### config.mk
export PLATFORM = sky130hd
export DESIGN_NAME = inst_fetch_flat
export DESIGN_NICKNAME = d
export VERILOG_FILES = /design/src/rtl/inst_fetch_if.sv /design/src/rtl/inst_fetch.sv /design/src/flat_wrapper.sv
export SDC_FILE = /design/constraint.sdc
export NUM_CORES = 1
export LEC_CHECK = 0
export CELL_PAD_IN_SITES_DETAIL_PLACEMENT = 2
export CELL_PAD_IN_SITES_GLOBAL_PLACEMENT = 2
export CORE_MARGIN = 2
export CORE_UTILIZATION = 25
export DETAILED_ROUTE_END_ITERATION = 10
export GPL_TIMING_DRIVEN = 0
export PLACE_DENSITY_LB_ADDON = 0.08
export SETUP_SLACK_MARGIN = 0.02
export SYNTH_ARGS = -nofsm -noshare
export SYNTH_HDL_FRONTEND = slang
export SYNTH_SLANG_ARGS = --single-unit
### constraint.sdc
create_clock -name clk -period 4 [get_ports clk]
set_input_delay 0.8 -clock clk [delete_from_list [all_inputs] [get_ports clk]]
set_output_delay 0.8 -clock clk [all_outputs]
set_load 0.02 [all_outputs]
### src/rtl/inst_fetch_if.sv
// Instruction-memory read port: word-address request, single-cycle ack with data.
// master = fetch stage, slave = instruction memory.
interface inst_fetch_if #(
   parameter int ADDR_W = 14
);
   logic              imem_req;
   logic [ADDR_W-1:0] imem_addr;
   logic              imem_ack;
   logic [31:0]       imem_rdata;

   modport master (output imem_req, output imem_addr, input imem_ack, input imem_rdata);
   modport slave  (input imem_req, input imem_addr, output imem_ack, output imem_rdata);
endinterface

### src/rtl/inst_fetch.sv
// RV32I multi-cycle fetch stage: PC, imem handshake, branch/jump next-PC resolution.
// Optional retired-instruction counter is built only when IFETCH_RETIRE_CNT_EN is defined.
module inst_fetch #(
   parameter logic [31:0] PC_RESET = 32'h0000_0000,
   parameter int          ADDR_W   = 14
) (
   input  logic              clk,
   input  logic              rst_n,
   inst_fetch_if.master      imem,
   output logic [31:0]       inst,
   output logic [31:0]       pc,
   output logic [31:0]       link_addr,
   output logic              inst_valid,
   input  logic              exec_done,
   input  logic              Branch,
   input  logic [2:0]        BranchType,
   input  logic              Jump,
   input  logic [31:0]       rs1_data,
   input  logic [31:0]       rs2_data,
   input  logic [31:0]       imm,
   output logic              misalign_err,
   output logic [31:0]       retire_cnt
);
   localparam logic [31:0] NOP       = 32'h0000_0013;
   localparam logic [6:0]  OP_JAL    = 7'b1101111;
   localparam logic [6:0]  OP_JALR   = 7'b1100111;

   typedef enum logic [1:0] {IDLE, FETCH, HOLD, HALT} state_e;

   state_e      state_q, state_d;
   logic [31:0] pc_q, pc_d;
   logic [31:0] inst_q, inst_d;
   logic        err_q, err_d;
   logic        taken;
   logic [31:0] next_pc;
   logic        retire;

   always_comb begin
      taken = 1'b0;
      case (BranchType)
         3'b000:  taken = (rs1_data == rs2_data);
         3'b001:  taken = (rs1_data != rs2_data);
         3'b100:  taken = ($signed(rs1_data) <  $signed(rs2_data));
         3'b101:  taken = ($signed(rs1_data) >= $signed(rs2_data));
         3'b110:  taken = (rs1_data <  rs2_data);
         3'b111:  taken = (rs1_data >= rs2_data);
         default: taken = 1'b0;
      endcase
   end

   // Jump qualifies the opcode so a stray Jump on a non-jump opcode falls through.
   always_comb begin
      next_pc = pc_q + 32'd4;
      if (Jump && inst_q[6:0] == OP_JALR)
         next_pc = (rs1_data + imm) & ~32'd1;
      else if (Jump && inst_q[6:0] == OP_JAL)
         next_pc = pc_q + imm;
      else if (Branch && taken)
         next_pc = pc_q + imm;
   end

   always_comb begin
      state_d = state_q;
      pc_d    = pc_q;
      inst_d  = inst_q;
      err_d   = err_q;
      retire  = 1'b0;
      case (state_q)
         IDLE:  state_d = FETCH;
         FETCH: if (imem.imem_ack) begin
                   inst_d  = imem.imem_rdata;
                   state_d = HOLD;
                end
         HOLD:  if (exec_done) begin
                   if (next_pc[1:0] != 2'b00) begin
                      err_d   = 1'b1;
                      state_d = HALT;
                   end else begin
                      pc_d    = next_pc;
                      retire  = 1'b1;
                      state_d = FETCH;
                   end
                end
         default: state_d = HALT;
      endcase
   end

   always_ff @(posedge clk) begin
      if (!rst_n) begin
         state_q <= IDLE;
         pc_q    <= PC_RESET;
         inst_q  <= NOP;
         err_q   <= 1'b0;
      end else begin
         state_q <= state_d;
         pc_q    <= pc_d;
         inst_q  <= inst_d;
         err_q   <= err_d;
      end
   end

`ifdef IFETCH_RETIRE_CNT_EN
   logic [31:0] retire_q, retire_d;
   assign retire_d = retire ? retire_q + 32'd1 : retire_q;
   always_ff @(posedge clk) begin
      if (!rst_n) retire_q <= '0;
      else        retire_q <= retire_d;
   end
   assign retire_cnt = retire_q;
`else
   logic unused_retire;
   assign unused_retire = retire;
   assign retire_cnt    = '0;
`endif

   assign imem.imem_req  = (state_q == FETCH);
   assign imem.imem_addr = pc_q[ADDR_W+1:2];
   assign inst_valid     = (state_q == HOLD);
   assign inst           = inst_q;
   assign pc             = pc_q;
   assign link_addr      = pc_q + 32'd4;
   assign misalign_err   = err_q;
endmodule

### src/flat_wrapper.sv
// flat-port wrapper written by rule: the top's interface ports become plain ports
module inst_fetch_flat 
#(
   parameter logic [31:0] PC_RESET = 32'h0000_0000,
   parameter int          ADDR_W   = 14
)
  (clk, rst_n, inst, pc, link_addr, inst_valid, exec_done, Branch, BranchType, Jump, rs1_data, rs2_data, imm, misalign_err, retire_cnt, imem_imem_req, imem_imem_addr, imem_imem_ack, imem_imem_rdata);
  inst_fetch_if #(.ADDR_W(ADDR_W)) imem_i ();
  input  logic clk;
  input  logic rst_n;
  output logic [31:0] inst;
  output logic [31:0] pc;
  output logic [31:0] link_addr;
  output logic inst_valid;
  input  logic exec_done;
  input  logic Branch;
  input  logic [2:0] BranchType;
  input  logic Jump;
  input  logic [31:0] rs1_data;
  input  logic [31:0] rs2_data;
  input  logic [31:0] imm;
  output logic misalign_err;
  output logic [31:0] retire_cnt;
  output wire logic [$bits(imem_i.imem_req)-1:0] imem_imem_req;
  output wire logic [$bits(imem_i.imem_addr)-1:0] imem_imem_addr;
  input wire logic [$bits(imem_i.imem_ack)-1:0] imem_imem_ack;
  input wire logic [$bits(imem_i.imem_rdata)-1:0] imem_imem_rdata;
  assign imem_imem_req = imem_i.imem_req;
  assign imem_imem_addr = imem_i.imem_addr;
  assign imem_i.imem_ack = imem_imem_ack;
  assign imem_i.imem_rdata = imem_imem_rdata;
  inst_fetch #(.PC_RESET(PC_RESET), .ADDR_W(ADDR_W)) u_core (.clk(clk), .rst_n(rst_n), .imem(imem_i), .inst(inst), .pc(pc), .link_addr(link_addr), .inst_valid(inst_valid), .exec_done(exec_done), .Branch(Branch), .BranchType(BranchType), .Jump(Jump), .rs1_data(rs1_data), .rs2_data(rs2_data), .imm(imm), .misalign_err(misalign_err), .retire_cnt(retire_cnt));
endmodule
# After elaboration in Yosys (flattened, before gate mapping)
# Index checks and enable logic that the tools add are counted.
totals:
  regBits: 67
  inputBits: 137
  wordCells: 43
classes:
  addsub: 3
  order_cmp: 4
  eq_ne: 13
  muxes: 8
  n_bitwise: 1
  n_reduce_logical: 10
ops:
  columns: ["op", "count"]
  rows:
  - ["$mux W32", 3]
  - ["$add A32 B32 Y32", 2]
  - ["$ge A32 B32 Y1", 2]
  - ["$lt A32 B32 Y1", 2]
  - ["$add A32 B3 Y32 const B", 1]
  - ["$eq A32 B32 Y1", 1]
  - ["$ne A32 B32 Y1", 1]
  - ["$eq A7 B7 Y1 const B", 2]
  - ["$eq A3 B3 Y1 const B", 4]
  - ["$mux W2", 3]
  - ["$pmux W1 S6", 1]
  - ["$pmux W2 S3", 1]
  - ["$reduce_and A3 Y1", 2]
  - ["$ne A2 B1 Y1 const B", 2]
  - ["$reduce_and A2 Y1", 2]
  - ["$eq A3 B1 Y1 const B", 1]
  - ["$logic_and A1 B1 Y1", 3]
  - ["$logic_not A3 Y1", 1]
  - ["$eq A2 B1 Y1 const B", 1]
  - ["$eq A2 B2 Y1 const B", 1]
  - ["$logic_not A2 Y1", 1]
  - ["$reduce_bool A2 Y1", 1]
  - ["$not A1 Y1", 1]

# Depth between registers and ports, before layout
logic_depth:
  depth_word: 10
  depth_mapped: 13

# Worst setup path before layout
# No wires, ideal clock.
synth_path:
  path_kind: "input to register"
  from: "in rs2_data[11]"
  to: "reg u_core.pc_q[12] (netlist: u_core.pc[12])"
  setup_ns: 0.127
  arrival_time_ns: 3.386
  required_ns: 3.873
  slack_ns: 0.487
  path_stages: 12
  path_cell_list: "inv_1 -> ha_1 -> nand4_1 -> or4_4 -> or4_4 -> a211oi_4 -> a41o_1 -> buf_4 -> a21oi_2 -> buf_2 -> a211oi_1 -> o32ai_1"
synth_via:
  elab_chain_cells: 9
  word_cells_on_any_way: 14
synth_rtl:
  columns: ["element", "line", "text"]
  rows:
  - ["start, declared", "flat_wrapper.sv:20", "input logic [31:0] rs2_data;"]
  - ["$ge A32 B32 Y1, or another cell as far along", "inst_fetch.sv:46", "3'b111: taken = (rs1_data >= rs2_data);"]
  - ["$pmux W1 S6 *", "inst_fetch.sv:40", "case (BranchType)"]
  - ["$logic_and A1 B1 Y1 *", "inst_fetch.sv:58", "else if (Branch && taken)"]
  - ["$mux W32 *", "inst_fetch.sv:58", null]
  - ["$mux W32 *", "inst_fetch.sv:56", "else if (Jump && inst_q[6:0] == OP_JAL)"]
  - ["$mux W32 *", "inst_fetch.sv:54", "if (Jump && inst_q[6:0] == OP_JALR)"]
  - ["$reduce_bool A2 Y1", "inst_fetch.sv:75", "if (next_pc[1:0] != 2'b00) begin"]
  - ["$not A1 Y1 (no source line)", null, null]
  - ["$reduce_and A3 Y1 (no source line)", null, null]
  - ["end signal, assigned", "inst_fetch.sv:96", "pc_q <= pc_d;"]
  - ["end, declared", "inst_fetch.sv:31", "logic [31:0] pc_q, pc_d;"]
# Every way passes the cells marked *; elsewhere a longest branch is shown, timed or not.
# A chain may end at the register's enable or synchronous reset.

# Final worst setup path
layout_path:
  from: "in rs2_data[11]"
  to: "reg u_core.pc_q[0] (netlist: u_core.pc[0])"
# The elaborated chain is that of the path after synthesis.

==> results.md <==
* Mean Syn Cell Area at between 7 and 8 sq um
* Post-synthesis xor/xnor area fraction at 0.0813
* Post-synth EDFFs at 0
* Global-route wire length before repair at between 60 and 70 mm
* Most common cell in the netlist: nand2_1
* Initial DRC Count at just under 400
* GRT Total Usage at 0.236
* Share of layout cells above drive strength 1 at 0.181
* CP Data Arrival Time at approximately 4.3 ns
* Die Area at around 34,000 sq um
* Seq/Total Area, Yosys at 0.164
* Clk root buf: clkbuf_16
* Fmax at approximately 250 MHz
* Post-synthesis mux area share at 0.00367
* Area grow syn2layout at 59.3%
* Simple-gate share of the synthesized area at 0.205
* Synth area leader: dfxtp_1
* Synth Area in Adders at 0.149
* Num CTS Buffers at 9
* PD cells at around 210 nW/um^2
* Final hold vios at 0
* Synth Area in Compound Gates at 0.304
* Die width at 185 microns
* Number of global-route vias before repair at between 10,000 and 15,000
* Ports at about 280
* HP Class: register to register
* TritonCTS Sinks at between 60 and 70
* Final Critical Period at 3.98 ns
* Max-slew violations at 0
* WHS Path Cells at 2
* CTS clock-pin slew for the worst setup and hold paths at 0.07 ns
* Commonest cells in the netlist: 127 x nand2_1, 94 x ha_1, 72 x a21oi_1, 67 x dfxtp_1, 67 x inv_1
* Pin count of the biggest net entering global routing at 15
* Worst slew pin tran at about 1 ns
* Skew-Pair Late Insertion Delay at 0.35 ns
* Flops & latches, synth at 67
* Row Count at 66
* Starting Density at 0.253
* Initial antenna violation count at 1
* DP Area at 11,300 sq um
* Top-area cell type share of the netlist area at 0.164
* Worst Setup EP: u_core.pc[0]
* Fraction of registers with async set or reset after synthesis at 0
* Syn Inst Count at approximately 1,100
* LEAKAGE at between 5 and 6 nW
* Via count at 9,714
* Post-Route WL at ~42 mm
* Detailed Place HPWL at 32.8 mm
* Rel. slew slack at 0.322
* Launch point of the worst path: rs2_data[11]
* Setup slack, reg-to-reg at 0.52 ns
* Largest family of logic cells by synthesized area: compound AO/OA/AOI/OAI gates
* Fin util at 0.403
* Final setup vio count at 0
* Kind of start point of the critical path: input pin
* Reg2reg path depth at 14
* Top FF cell, synth: dfxtp_1
* Design Area, Final at between 10,000 and 15,000 sq um
* Critical R2R Capture: u_core.pc[17]
* Cell Area, Synth at a little over 8000 sq um
* Max-cap check violation count at 0
* R2R Path Start: u_core.pc[0]
* Critical Path RT at between 4 and 5 ns
* Final clock skew at between 0.009 and 0.01 ns
* Router iterations before antenna repair at 5
* Grt ovf at 0
* CTS tree: done
* Antenna diodes at 0
* Gp weighted congestion at around 0.85
* H-tree depth at 3
* Setup CP Type: input pin to register
* DRC viols at 0
* Peak VDD IR at around 0.18 mV
* Vias/cell at about 5.1
* Crit end category: register
* Status: finished, final reports clean
* Core footprint at ~32,000 sq um
* Die Y at around 180 microns
* Fillers at between 3,000 and 4,000
* Routed Antenna Nets at 0
* I/O Buffers at between 200 and 250
* Count of cell types in the netlist at 69
* Hold WS at around 0.46 ns
* Top post-synthesis cells by area: dfxtp_1 16%, ha_1 14%, nand2_1 5.8%
* CTS Buffer Depth at 2
* Crit path max fanout at 5
* Setup TNS at 0 ns
* Post-CTS Hold Buffers at 0
* Final period util at 0.996
* Yosys warnings at 0
* Post-layout nets at about 1,700
* Drt wl/cell at 22.2 microns
cells by family (layout without fill, tap and decap cells):
family                   after synthesis  in the layout
AO/OA/AOI/OAI                        358            358
AND/OR/NAND/NOR                      349            349
buffers and inverters                153            466
adder cells (fa/ha/maj)               96             96
XOR/XNOR                              76             76
flip-flops                            67             67
multiplexers                           3              3
other                                  1             32
sequential cells by signal, summed over array words and instances, names as in the netlist:
name,flops
u_core.state_q,2
u_core.inst,32
u_core.pc,32
u_core.misalign_err,1
how the worst min path moves through the flow:
| stage | from | to | slack, ns |
|---|---|---|---|
| finish | u_core.inst[20] | u_core.inst[20] | 0.46 |
| global route | u_core.inst[19] | u_core.inst[19] | 0.48 |
| CTS | u_core.inst[19] | u_core.inst[19] | 0.47 |
| detailed placement | u_core.inst[19] | u_core.inst[19] | 0.46 |
| global placement | u_core.inst[20] | u_core.inst[20] | 0.45 |
| floorplan | u_core.state_q[1] | u_core.state_q[1] | 0.48 |
what timing repair did:
action,CTS,global route
hold endpoints to repair,0,0
endpoints found under the setup margin,46,37
pin swaps,19,45
buffers inserted,27,22
resized for setup,103,153
gates cloned,0,1
per-layer routing:
layer | routed length [microns] | global-route usage | part of all wire | up-vias
li1 | - | - | - | 4631
met1 | 18600 | 0.303 | 0.44 | 4779
met2 | 20600 | 0.429 | 0.49 | 254
met3 | 1820 | 0.0289 | 0.043 | 48
met4 | 943 | 0.0362 | 0.022 | 2
met5 | 9 | 0 | 0.00021 | -
stage by stage:
step,total power [mW],std cells,worst slack [ns]
finish,2.76,1889,0.0163
global route,2.90,1889,-0.0435
CTS,2.67,1868,-0.00942
detailed placement,1.74,1825,-1.36
global placement,1.73,1825,-1.34
floorplan,1.30,1134,0.487
power by group:
group	total (mW)	internal, mW	switching (mW)
Clock	0.861	0.493	0.368
Sequential	0.717	0.691	0.0259
Combinational	1.18	0.542	0.638
worst max-delay path, stage by stage:
cell	delay [ns]
clkdlybuf4s15_1	0.18
inv_2	0.05
ha_4	0.27
nand4_1	0.12
buf_6	0.16
or4_4	0.53
or4_4	0.55
a211oi_4	0.36
buf_6	0.16
a311o_1	0.20
a31oi_4	0.17
buf_6	0.16
buf_6	0.11
nor2b_4	0.25
and2_4	0.19
area by class of cell:
class / count / area (sq um) / share of cell area
Inverter: 67 / 251 / 0.0193
Buffer: 84 / 563 / 0.0432
Sequential cell: 67 / 1350 / 0.104
Clock buffer: 9 / 225 / 0.0173
Clock inverter: 7 / 82.6 / 0.00633
Multi-Input combinational cell: 914 / 6950 / 0.533
Timing Repair Buffer: 299 / 3070 / 0.235
Tap cell: 442 / 553 / 0.0424
layout by cell type (no fill, tap or decap), types with 19 or more instances in the layout:
| master | synthesis | layout |
|---|---|---|
| a21o_1 | 34 | 34 |
| o21ai_0 | 48 | 44 |
| xor2_1 | 24 | 24 |
| clkdlybuf4s50_1 | 0 | 186 |
| and3_1 | 24 | 19 |
| nand2_1 | 127 | 125 |
| a31oi_1 | 19 | 19 |
| inv_2 | 0 | 24 |
| dlymetal6s2s_1 | 0 | 52 |
| a21oi_1 | 72 | 68 |
| xnor2_1 | 52 | 50 |
| conb_1 | 1 | 32 |
| ha_1 | 94 | 67 |
| dfxtp_1 | 67 | 60 |
| inv_1 | 67 | 43 |
| nand3_1 | 44 | 41 |
| nor2_1 | 62 | 61 |
| buf_4 | 49 | 83 |
| clkbuf_1 | 29 | 26 |
| a21boi_0 | 38 | 36 |
| a211oi_1 | 29 | 22 |
| ha_4 | 0 | 25 |
Note: power is estimated with default switching activity, not from simulation.
